--- config.mk ---
export PLATFORM = sky130hd
export DESIGN_NAME = signed_mac_accumulator
export DESIGN_NICKNAME = d
export VERILOG_FILES = /design/src/rtl/signed_mac_accumulator.sv
export SDC_FILE = /design/constraint.sdc
export NUM_CORES = 1
export LEC_CHECK = 0
export ABC_AREA = 1
export CORE_AREA = 2 2 92 94
export CTS_CLUSTER_SIZE = 14
export DETAILED_ROUTE_END_ITERATION = 8
export DIE_AREA = 0 0 94 96
export GPL_TIMING_DRIVEN = 0
export PLACE_DENSITY_LB_ADDON = 0.1
export SLEW_MARGIN = 20
export SYNTH_ARGS = -nofsm -noshare
export SYNTH_HDL_FRONTEND = slang
export SYNTH_SLANG_ARGS = --single-unit
export TNS_END_PERCENT = 5
--- constraint.sdc ---
create_clock -name clk -period 3 [get_ports clk]
set_clock_uncertainty 0.15 [all_clocks]
set_input_delay 0.9 -clock clk [delete_from_list [all_inputs] [get_ports clk]]
set_output_delay 0.9 -clock clk [all_outputs]
set_load 0.005 [all_outputs]
--- src/rtl/signed_mac_accumulator.sv ---
// signed_mac_accumulator: two-stage signed multiply-accumulate.
//   Stage 1 registers x*y from the combinational signed_multiplier.
//   Stage 2 accumulates products and emits one result per packet,
//   on the product flagged last.
// Optional feature: define MAC_SATURATE_EN to clamp on overflow and
// report it on ovf; otherwise the sum wraps and ovf stays 0.

module signed_multiplier #(
  parameter int N = 4
) (
  input  logic [N-1:0]   a,
  input  logic [N-1:0]   b,
  output logic [2*N-1:0] p
);

  // Both operands are sign-extended to the full product width before multiplying
  assign p = (2*N)'($signed(a)) * (2*N)'($signed(b));

endmodule

module signed_mac_accumulator #(
  parameter int N     = 4,
  parameter int ACC_W = 12
) (
  input  logic             clk,
  input  logic             rst_n,
  input  logic             in_valid,
  output logic             in_ready,
  input  logic [N-1:0]     x,
  input  logic [N-1:0]     y,
  input  logic             in_last,
  output logic             out_valid,
  input  logic             out_ready,
  output logic [ACC_W-1:0] acc_out,
  output logic [7:0]       out_count,
  output logic             ovf
);

  typedef enum logic [0:0] {
    ACC_IDLE = 1'b0,
    ACC_RUN  = 1'b1
  } acc_state_t;

  // Saturating term counter increment
  function automatic logic [7:0] sat_inc(input logic [7:0] c);
    logic [7:0] r;
    if (c == 8'hFF) begin
      r = c;
    end else begin
      r = c + 8'd1;
    end
    return r;
  endfunction

  // Signed overflow of a+b: operands share a sign and the result sign differs
  function automatic logic add_ovf(input logic [ACC_W-1:0] a,
                                   input logic [ACC_W-1:0] b,
                                   input logic [ACC_W-1:0] s);
    return (a[ACC_W-1] == b[ACC_W-1]) && (s[ACC_W-1] != a[ACC_W-1]);
  endfunction

  // Clamp value for an overflowed sum; the sign of the addend picks the rail
  function automatic logic [ACC_W-1:0] clamp_val(input logic neg);
    logic [ACC_W-1:0] r;
    if (neg) begin
      r = {1'b1, {(ACC_W-1){1'b0}}};
    end else begin
      r = {1'b0, {(ACC_W-1){1'b1}}};
    end
    return r;
  endfunction

  // Stage 1 state
  logic [2*N-1:0]   prod_s;
  logic [2*N-1:0]   p_r;
  logic             p_valid_r;
  logic             p_last_r;

  // Stage 2 state
  acc_state_t       state_r;
  acc_state_t       state_next_s;
  logic [ACC_W-1:0] acc_r;
  logic [7:0]       cnt_r;
  logic             ovf_acc_r;

  // Handshake and datapath nets
  logic             out_free_s;
  logic             p_take_s;
  logic             accept_s;
  logic [ACC_W-1:0] pext_s;
  logic [ACC_W-1:0] base_s;
  logic [7:0]       cnt_base_s;
  logic             ovf_base_s;
  logic [ACC_W-1:0] sum_s;
  logic             ovf_raw_s;
  logic [ACC_W-1:0] val_s;
  logic             ovf_now_s;
  logic [7:0]       cnt_next_s;

  signed_multiplier #(.N(N)) u_mul (
    .a (x),
    .b (y),
    .p (prod_s)
  );

  // Handshake: a last product may only leave stage 1 when the output register is free
  always_comb begin
    out_free_s = !out_valid || out_ready;
    p_take_s   = p_valid_r && (!p_last_r || out_free_s);
    in_ready   = !p_valid_r || p_take_s;
    accept_s   = in_valid && in_ready;
  end

  // Stage 1 product register
  always_ff @(posedge clk or negedge rst_n) begin
    if (!rst_n) begin
      p_r       <= {(2*N){1'b0}};
      p_valid_r <= 1'b0;
      p_last_r  <= 1'b0;
    end else if (accept_s) begin
      p_r       <= prod_s;
      p_valid_r <= 1'b1;
      p_last_r  <= in_last;
    end else if (p_take_s) begin
      p_valid_r <= 1'b0;
    end
  end

  // Accumulate datapath: sign-extended product added to the running sum
  always_comb begin
    pext_s = ACC_W'($signed(p_r));
    if (state_r == ACC_RUN) begin
      base_s     = acc_r;
      cnt_base_s = cnt_r;
      ovf_base_s = ovf_acc_r;
    end else begin
      base_s     = {ACC_W{1'b0}};
      cnt_base_s = 8'd0;
      ovf_base_s = 1'b0;
    end
    sum_s      = base_s + pext_s;
    ovf_raw_s  = add_ovf(base_s, pext_s, sum_s);
    cnt_next_s = sat_inc(cnt_base_s);
`ifdef MAC_SATURATE_EN
    if (ovf_raw_s) begin
      val_s = clamp_val(pext_s[ACC_W-1]);
    end else begin
      val_s = sum_s;
    end
    ovf_now_s = ovf_raw_s;
`else
    val_s     = sum_s;
    ovf_now_s = 1'b0;
`endif
  end

  // Accumulator FSM next state: RUN while a packet is open, IDLE after its last term
  always_comb begin
    state_next_s = state_r;
    case (state_r)
      ACC_IDLE: begin
        if (p_take_s && !p_last_r) begin
          state_next_s = ACC_RUN;
        end else begin
          state_next_s = ACC_IDLE;
        end
      end
      ACC_RUN: begin
        if (p_take_s && p_last_r) begin
          state_next_s = ACC_IDLE;
        end else begin
          state_next_s = ACC_RUN;
        end
      end
      default: begin
        state_next_s = ACC_IDLE;
      end
    endcase
  end

  // Accumulator FSM state register
  always_ff @(posedge clk or negedge rst_n) begin
    if (!rst_n) begin
      state_r <= ACC_IDLE;
    end else begin
      state_r <= state_next_s;
    end
  end

  // Running sum, term count and sticky overflow; cleared when a packet closes
  always_ff @(posedge clk or negedge rst_n) begin
    if (!rst_n) begin
      acc_r     <= {ACC_W{1'b0}};
      cnt_r     <= 8'd0;
      ovf_acc_r <= 1'b0;
    end else if (p_take_s) begin
      if (p_last_r) begin
        acc_r     <= {ACC_W{1'b0}};
        cnt_r     <= 8'd0;
        ovf_acc_r <= 1'b0;
      end else begin
        acc_r     <= val_s;
        cnt_r     <= cnt_next_s;
        ovf_acc_r <= ovf_base_s | ovf_now_s;
      end
    end
  end

  // Result register: loads on a last take, held while the consumer stalls
  always_ff @(posedge clk or negedge rst_n) begin
    if (!rst_n) begin
      out_valid <= 1'b0;
      acc_out   <= {ACC_W{1'b0}};
      out_count <= 8'd0;
      ovf       <= 1'b0;
    end else if (p_take_s && p_last_r) begin
      out_valid <= 1'b1;
      acc_out   <= val_s;
      out_count <= cnt_next_s;
      ovf       <= ovf_base_s | ovf_now_s;
    end else if (out_ready) begin
      out_valid <= 1'b0;
    end
  end

endmodule
==> flow_summary_export.csv, run 1 <==
group,metric,value,unit
logic_synthesis,yosys.area.top_type,"dfrtp_1",
pwr,p_leak,2.39,nW
place,pre_cts_ws,-1.81,ns
global_routing,grt_pass1_wl,13.4,mm
timing,setup_tns,-2.06,ns
logic_synthesis,syn_area,3540,um^2
finish,layout-drive-gt1-share,0.0822,
pwr,max-vdd-ir-drop,249,uV
logic_synthesis,synth_common_cells,"209 x nand2_1, 66 x inv_1, 54 x dfrtp_1",
finish,multi_input_area,1920,um^2
die,initial_core_util,0.439,
route,postRouteAntennaNets,0,
logic_synthesis,ys_seq_area_frac,0.382,
route,via_count,2976,
timing,final_hold_viol_count,0,
finish,antenna_cells,0,
pwr,totalPowerFinal,2.69,mW
setup_path,worstSetupPathType,"input pin to flop",
global_routing,antenna_found_initial,0,
logic_synthesis,avgSynthCellArea,7.42,um^2
timing,drv_slew,0,
setup_path,cp_max_fo,4,
route,drc,0,
logic_synthesis,synth_flop_cell,"dfrtp_1",
global_routing,grt-ovfl-total,0,
clock_network,worstSkewPairLatency,0.31,ns
timing,max_freq,268,MHz
logic_synthesis,synth_top_area_share,0.382,
place,io_buffer_count,35,
worst_hold_path,min_path_type,"flop to flop",
die,die_area,9020,um^2
logic_synthesis,synth-edff-count,0,
clock_network,cts_max_path_buffers,2,
die,die_w,94,um
timing,finalSetupViolations,5,
timing,min_period,3.74,ns
route,viasPerCell,4.74,
finish,seqCellArea,1350,um^2
outcome,violations,"negative setup slack",
global_routing,grt_max_degree,55,
logic_synthesis,ys_top_cells_by_area,"dfrtp_1 38%, nand2_1 22%, ha_1 8.5%, inv_1 7.0%, fa_1 5.7%",
clock_network,clock_sinks,54,
setup_path,required,3.05,ns
timing,maxSlewHeadroom,0.551,
clock_network,cts_tree,"built",
clock_network,cts_buffers,5,
setup_path,end_kind,"flop",
clock_network,ctsHoldBuffers,0,
die,std_cell_rows,33,
setup_path,start_kind,"input pin",
setup_path,arrival,3.79,ns
logic_synthesis,syn_nets,524,
timing,rsz0062_at_grt,"true",
route,dr.pass1.iters,4,
route,drt-initial-drc-count,69,
finish,syn2layout_area_growth,18.9,%
job,max_cap_violations,0,
logic_synthesis,yosys.cell_types.count,25,
die,core_area,8050,um^2
finish,fillers,783,
timing,worst_slew_pin_slew,0.673,ns
logic_synthesis,syn-instance-count,477,
die,die_y,96,um
finish,final_nets,569,
setup_path,rrSetupSlack,0.26,ns
place,hpwlAfterDp,5.78,mm
logic_synthesis,synth.most_common_cell,"nand2_1",
timing,setup_slack,-0.737,ns
global_routing,grt_pass1_vias,3011,
timing,period_share,1.25,
logic_synthesis,ys_seq_elements,54,
clock_network,path_clk_slew,0.10,ns
clock_network,cts_root_buf,"clkbuf_8",
route,finalWirelength,7.47,mm
logic_synthesis,async_reset_ff_frac,1.00,
global_routing,grtUsageTotal,0.187,
place,gp_congestion,0.908,
pwr,powerDensity,639,nW/um^2
clock_network,h-tree-depth,2,
outcome,status,"finished, violations left",
die,ioPinCount,36,
route,post_drt_wl_per_cell,11.9,um
logic_synthesis,yosysWarnings,0,
[per-stage QoR]
step	std cells	hold slack, ns	cell area [um^2]	utilization
floorplan	477	0.299	3560	-
global placement	617	0.311	4040	0.502
detailed placement	617	0.315	4040	0.501
CTS	628	0.342	4210	0.523
global route	628	0.362	4210	0.523
finish	628	0.335	4210	0.523
[cell families (layout without fill, tap and decap cells)]
family	after synthesis	after routing	share of synthesized area
fa+ha+maj	34	34	0.141
buf+inv	76	122	0.0859
xor+xnor	12	12	0.0297
simple gates	272	272	0.318
compound gates	29	29	0.0431
flops	54	54	0.382
[final timing paths]
kind | startpoint | end | depth (start not counted)
setup / recovery | x[0] | p_r[7] | 16
hold / removal | acc_out[8] | acc_out[8] | 2
setup reg to reg | flop | acc_out[8] | 13
hold reg to reg | acc_out[8] | acc_out[8] | 2
max in group asynchronous | rst_n | async pin | 1
min in group asynchronous | rst_n | ovf | 1
[state kept, by name, indices dropped and copies added (netlist names), named ones only]
| signal | cells |
|---|---|
| ovf_acc_r | 1 |
| out_count | 8 |
| p_r | 8 |
| p_valid_r | 1 |
| p_last_r | 1 |
| cnt_r | 8 |
| acc_r | 12 |
| acc_out | 12 |
| ovf | 1 |
| out_valid | 1 |
[layout by cell type, fill, tap and decap left out, types with 2 or more instances in the layout]
cell	n
clkbuf_2	3
dfrtp_1	53
nand3b_1	4
xor2_1	9
clkbuf_8	5
nand2_1	207
buf_4	8
xnor2_1	3
nand2_2	2
ha_4	2
o21ai_0	18
nor2_1	14
dlygate4sd2_1	2
ha_1	21
fa_1	9
inv_1	63
clkbuf_1	2
nand4_1	5
clkdlybuf4s50_1	26
nor3_1	2
inv_2	2
nand3_1	32
a21oi_1	6
buf_2	4
[report_power, final]
group          switching, mW  total [mW]  internal, mW
sequential             0.119        1.04         0.920
clock                  0.249       0.502         0.253
combinational          0.624        1.15         0.521
[layout make-up]
cell class / instances / area share
Timing Repair Buffer: 38 / 0.0868
Sequential cell: 54 / 0.321
Clock inverter: 3 / 0.0113
Tap cell: 105 / 0.0312
Inverter: 66 / 0.0618
Multi-Input combinational cell: 347 / 0.457
Clock buffer: 5 / 0.0164
Buffer: 10 / 0.0137
[critical path: stages]
cell,delay (ns)
buf_6,0.10
or2_4,0.24
fa_1,0.46
fa_1,0.49
inv_1,0.05
fa_1,0.48
ha_2,0.18
inv_2,0.04
fa_2,0.33
nand3b_1,0.18
nand2_1,0.09
nand2_2,0.06
nand2_1,0.05
nand2_1,0.04
nand3_1,0.06
nand2_1,0.05
[per-layer routing]
layer	global-route usage	share of wire
met5	0	0
met4	0.0725	0.019
met3	0.0258	0.017
met2	0.323	0.49
met1	0.237	0.48
[what timing repair did]
item                                    in CTS  in global routing
setup buffers                                3                  0
resized for setup                           30                  9
endpoints found under the setup margin       7                  9
pin swaps                                   14                  4
(Power assumes the default switching activity.)
==> run 2, diff against run 1 <==
Settings changed: CORE_AREA 2 2 92 94 to 2 2 84 86, DIE_AREA 0 0 94 96 to 0 0 86 88.
==> run 2 against run 1 <==
  * Via count up 3.1%
  * Power is 0.11% lower
  * Final cell count shrank 3.7%
  * Core utilization is 11 points higher
  * Critical path depth increased by 1
  * Routed wire length increased by 2.2%
  * The run still ends with negative setup slack left
  * Global-route usage up 3.3 points
==> flow_summary_export.csv, run 2 (synthesized netlist as in run 1, its figures left out) <==
group,metric,value,unit
finish,syn2layout_area_growth,19.1,%
pwr,p_clk_frac,0.181,
pwr,p_sw,0.982,mW
route,drc,0,
global_routing,grtUsageTotal,0.219,
global_routing,grt-ovfl-total,0,
timing,min_period,3.79,ns
pwr,p_sw_frac,0.366,
setup_path,worst_path_dominant_cell_family,"adder cells",
route,drt-initial-drc-count,83,
setup_path,required,3.05,ns
place,gp_congestion,0.888,
die,initial_core_util,0.533,
job,max_cap_violations,0,
pwr,p_leak,2.39,nW
outcome,violations,"negative setup slack",
outcome,status,"finished, violations left",
global_routing,grt_pass1_vias,3035,
route,via_count,3067,
setup_path,cp_max_fo,2,
timing,setup_slack,-0.792,ns
finish,layout-drive-gt1-share,0.0838,
clock_network,cts_buffers,5,
die,die_w,86,um
route,post_drt_wl_per_cell,12.6,um
clock_network,h-tree-depth,2,
finish,final_cell_mix,"208 x nand2_1, 62 x inv_1, 54 x dfrtp_1, 32 x nand3_1, 27 x clkdlybuf4s50_1",
finish,antenna_cells,0,
place,hpwlAfterDp,5.84,mm
die,std_cell_rows,30,
setup_path,end_kind,"flop",
clock_network,worstSkewPairLatency,0.30,ns
route,postRouteAntennaNets,0,
finish,final_nets,571,
setup_path,worstSetupPathType,"input pin to flop",
global_routing,grt_pass1_wl,13.4,mm
pwr,comb_power_share,0.433,
timing,setup_tns,-2.42,ns
clock_network,clock_sinks,54,
place,io_buffer_count,35,
clock_network,path_clk_slew,0.10,ns
setup_path,cp_common_cell,"nand2_1",
setup_path,path_buf_inv,4,
timing,whs,0.335,ns
timing,period_share,1.26,
setup_path,worstPathCellList,"buf_12 -> inv_12 -> or2_4 -> fa_1 -> fa_1 -> inv_2 -> fa_1 -> ha_4 -> inv_2 -> fa_2 -> nand3b_1 -> nand2_1 -> nand2_1 -> nand2_1 -> nand2_1 -> nand3_1 -> nand2_1",
finish,reg_top3,"acc_out (12), acc_r (12)",
finish,final_common_cell,"nand2_1",
clock_network,cts_max_path_buffers,2,
global_routing,grt_max_degree,55,
global_routing,antenna_found_initial,0,
timing,finalSetupViolations,5,
pwr,powerDensity,637,nW/um^2
die,core_area,6640,um^2
timing,maxSlewHeadroom,0.549,
pwr,internal_power,1.70,mW
pwr,max-vdd-ir-drop,370,uV
clock_network,cts_tree,"built",
die,ioPinCount,36,
die,die_y,88,um
pwr,seqPwrFrac,0.385,
setup_path,max_stage_delay,0.53,ns
setup_path,critical-path-slowest-cell,"fa_1",
route,dr.pass1.iters,4,
route,finalWirelength,7.63,mm
setup_path,start_kind,"input pin",
timing,final_hold_viol_count,0,
timing,max_freq,264,MHz
timing,drv_slew,0,
route,viasPerCell,5.07,
clock_network,cts_root_buf,"clkbuf_8",
timing,worst_slew_pin_slew,0.676,ns
die,die_area,7570,um^2
worst_hold_path,min_path_type,"flop to flop",
setup_path,arrival,3.84,ns
timing,rsz0062_at_grt,"true",
[run 2: cell types whose count changed in the layout (fill, tap and decap cells not counted), sizes merged]
cell           change
buf                +1
clkbuf             +1
clkdlybuf4s15      +1
clkdlybuf4s50      +1
clkinv             -1
clkinvlp           +1
dlygate4sd2        -1
inv                -1
[run 2: worst register-to-register path: cells and delay by family (launching register included)]
family                   cells  cell delay, ns
adder cells (fa/ha/maj)      2            0.67
buffers and inverters        4            0.62
flip-flops                   1            0.48
AND/OR/NAND/NOR              6            0.46
AO/OA/AOI/OAI                1            0.23
[run 2: what timing repair did]
| action | in CTS | in global routing |
|---|---|---|
| buffers inserted | 5 | 0 |
| resized for setup | 30 | 10 |
| endpoints found under the setup margin | 10 | 10 |
| pin swaps | 11 | 4 |
| hold buffers | 0 | 0 |
[run 2: layout make-up]
type	instances	area [um^2]
repair buffers	40	392
well taps	80	100
clock buffers	6	72.6
clock inverters	2	37.5
multi-input cells	347	1940
fillers	592	2430
inverters	66	260
plain buffers	10	57.6
flip-flops and latches	54	1350
[run 2: path summary, 6_finish.rpt]
| path | startpoint | endpoint | slack (ns) | cells after the start |
|---|---|---|---|---|
| min in group asynchronous | rst_n | acc_out[2] | 0.47 | 1 |
| max in group asynchronous | rst_n | out_count[6] | 1.78 | 1 |
| setup / recovery | y[3] | p_r[7] | -0.79 | 17 |
| hold / removal | acc_r[8] | acc_r[8] | 0.33 | 2 |
| setup reg to reg | flop | acc_out[6] | 0.29 | 13 |
| hold reg to reg | acc_r[8] | acc_r[8] | 0.33 | 2 |
[run 2: power by group through the flow]
stage	combinational, mW	clock (mW)	sequential, mW
after floorplan	0.729	0	1.04
after global placement	1.09	0	1.04
after detailed placement	1.12	0	1.05
after CTS	1.16	0.499	1.04
after global routing	1.34	0.520	1.06
final	1.16	0.487	1.03
[run 2: per-stage QoR]
step / utilization / setup slack (ns) / area, um^2 / std cells / power [mW]
4_1_cts: 0.631 / -0.813 / 4190 / 605 / 2.69
6_report: 0.634 / -0.792 / 4220 / 605 / 2.68
3_3_place_gp: 0.603 / -1.76 / 4010 / 592 / 2.14
3_5_place_dp: 0.603 / -1.83 / 4010 / 592 / 2.17
5_1_grt: 0.634 / -0.889 / 4220 / 605 / 2.92
2_1_floorplan: - / -0.951 / 3560 / 477 / 1.77
[run 2: routing by layer]
layer | GRT usage | vias to the layer above | routed length [um]
met4 | 0.0794 | 0 | 182
met1 | 0.278 | 1431 | 3560
li1 | - | 1571 | -
met5 | 0 | - | 0
met2 | 0.387 | 50 | 3680
met3 | 0.0264 | 15 | 206
==> run 3, diff against run 2 <==
Settings changed: SLEW_MARGIN 20 to 10.
==> run 3 against run 2 <==
  * The flow still finishes with violations (negative setup slack)
  * Final cell count rose by 0.17%
  * Clock-buffer cell count did not move
  * Sequential power barely moved
  * Core utilization barely moved
  * Global-route usage rose by 0.61 points
  * Worst hold slack got worse by 0.0011 ns
  * Non-clock buffer count rose by 1
  * Die area did not move
  * Sequential cell count did not move
  * Critical path type unchanged
  * Largest cell class unchanged
  * Highest routed layer unchanged
==> flow_summary_export.csv, run 3 (synthesized netlist as in run 1, its figures left out) <==
group,metric,value,unit
finish,final_cell_area,4220,um^2
timing,finalSetupViolations,5,
finish,layout-drive-gt1-share,0.0856,
timing,maxSlewHeadroom,0.627,
timing,worst_slew_pin_slew,0.559,ns
finish,final_cell_mix,"207 x nand2_1, 62 x inv_1, 54 x dfrtp_1, 32 x nand3_1, 26 x clkdlybuf4s50_1",
die,die_w,86,um
route,via_count,3062,
route,finalWirelength,7.59,mm
pwr,totalPowerFinal,2.68,mW
route,postRouteAntennaNets,0,
timing,drv_slew,0,
route,post_drt_wl_per_cell,12.5,um
global_routing,grtUsageTotal,0.226,
setup_path,worstSetupPathType,"input pin to flop",
die,initial_core_util,0.533,
clock_network,cts_max_path_buffers,2,
pwr,p_leak,2.41,nW
worst_hold_path,min_path_type,"flop to flop",
pwr,max-vdd-ir-drop,370,uV
outcome,violations,"negative setup slack",
clock_network,h-tree-depth,2,
timing,setup_slack,-0.808,ns
global_routing,grt-ovfl-total,0,
finish,final_nets,572,
timing,whs,0.334,ns
finish,fillers,602,
global_routing,grt_pass1_wl,13.7,mm
clock_network,ctsHoldBuffers,0,
setup_path,arrival,3.86,ns
die,ioPinCount,36,
route,dr.pass1.iters,4,
global_routing,grt_pass1_vias,3106,
timing,min_period,3.81,ns
clock_network,cts_buffers,5,
die,die_y,88,um
timing,period_share,1.27,
route,drt-initial-drc-count,93,
die,die_area,7570,um^2
pwr,powerDensity,636,nW/um^2
place,pre_cts_ws,-1.84,ns
die,std_cell_rows,30,
worst_hold_path,min_from,"acc_r[8]",
finish,syn2layout_area_growth,19.2,%
clock_network,worstSkewPairLatency,0.31,ns
global_routing,grt_max_degree,34,
place,place_area,4020,um^2
finish,final_common_cell,"nand2_1",
timing,final_hold_viol_count,0,
clock_network,cts_root_buf,"clkbuf_8",
place,io_buffer_count,35,
finish,reg_top3,"acc_out (12), acc_r (12)",
setup_path,end_kind,"flop",
outcome,status,"finished, violations left",
setup_path,start_kind,"input pin",
setup_path,critPathLaunch,"y[3]",
clock_network,path_clk_slew,0.09,ns
setup_path,cp_max_fo,2,
place,placedCellCount,593,
timing,max_freq,263,MHz
finish,fin_cells,606,
job,max_cap_violations,0,
die,core_area,6640,um^2
clock_network,clock_sinks,54,
route,drc,0,
finish,antenna_cells,0,
route,viasPerCell,5.05,
place,gp_congestion,0.888,
setup_path,required,3.06,ns
timing,rsz0062_at_grt,"true",
place,hpwlAfterDp,5.95,mm
global_routing,antenna_found_initial,0,
clock_network,cts_tree,"built",
-- run 3: changes by cell type in the layout (fill, tap and decap cells not counted), sizes merged --
cell / change
buf: +1
clkdlybuf4s15: +1
clkdlybuf4s50: -1
dlygate4sd2: -1
dlymetal6s2s: +1
-- run 3: final timing paths --
check	to	slack (ns)	depth (start not counted)
setup reg to reg	acc_out[6]	0.26	13
setup / recovery	p_r[7]	-0.81	17
hold reg to reg	acc_r[8]	0.33	2
max in group asynchronous	acc_out[5]	1.77	2
min in group asynchronous	ovf	0.39	1
hold / removal	acc_r[8]	0.33	2
-- run 3: per-layer routing --
| layer | global-route usage | wire length [um] |
|---|---|---|
| met1 | 0.281 | 3540 |
| met2 | 0.399 | 3730 |
| met3 | 0.0368 | 173 |
| met4 | 0.0765 | 154 |
| met5 | 0 | 0 |
-- run 3: power breakdown --
group	internal, mW	switching (mW)
logic	0.529	0.628
clock network	0.249	0.241
registers	0.920	0.113
total	1.70	0.983
-- run 3: final cells by class --
type	instances	area, um^2	area share
Multi-Input combinational cell	347	1920	0.456
Inverter	66	260	0.0617
Sequential cell	54	1350	0.320
Clock buffer	6	72.6	0.0172
Tap cell	80	100	0.0237
Buffer	10	57.6	0.0136
Timing Repair Buffer	41	413	0.0979
Clock inverter	2	37.5	0.00890
-- run 3: stage by stage --
stage / TNS (ns) / util
floorplan: -3.05 / -
global placement: -47.41 / 0.603
detailed placement: -7.55 / 0.606
CTS: -2.59 / 0.634
global route: -2.86 / 0.635
finish: -2.34 / 0.635
-- run 3: critical path: stages --
cell and delay (ns):
buf_12 0.09, inv_12 0.02, or2_4 0.21, fa_1 0.46, fa_1 0.53, inv_2 0.04
fa_1 0.48, ha_2 0.19, inv_2 0.04, fa_2 0.34, nand3b_1 0.19, nand2_1 0.08
nand2_2 0.05, nand2_1 0.07, nand2_1 0.05, nand3_1 0.06, nand2_1 0.05
-- run 3: repair_timing --
| item | CTS | global route |
|---|---|---|
| endpoints found under the setup margin | 10 | 10 |
| resized for setup | 30 | 11 |
| pin swaps | 12 | 2 |
| endpoints found under the hold margin | 0 | 0 |
| setup buffers | 5 | 0 |
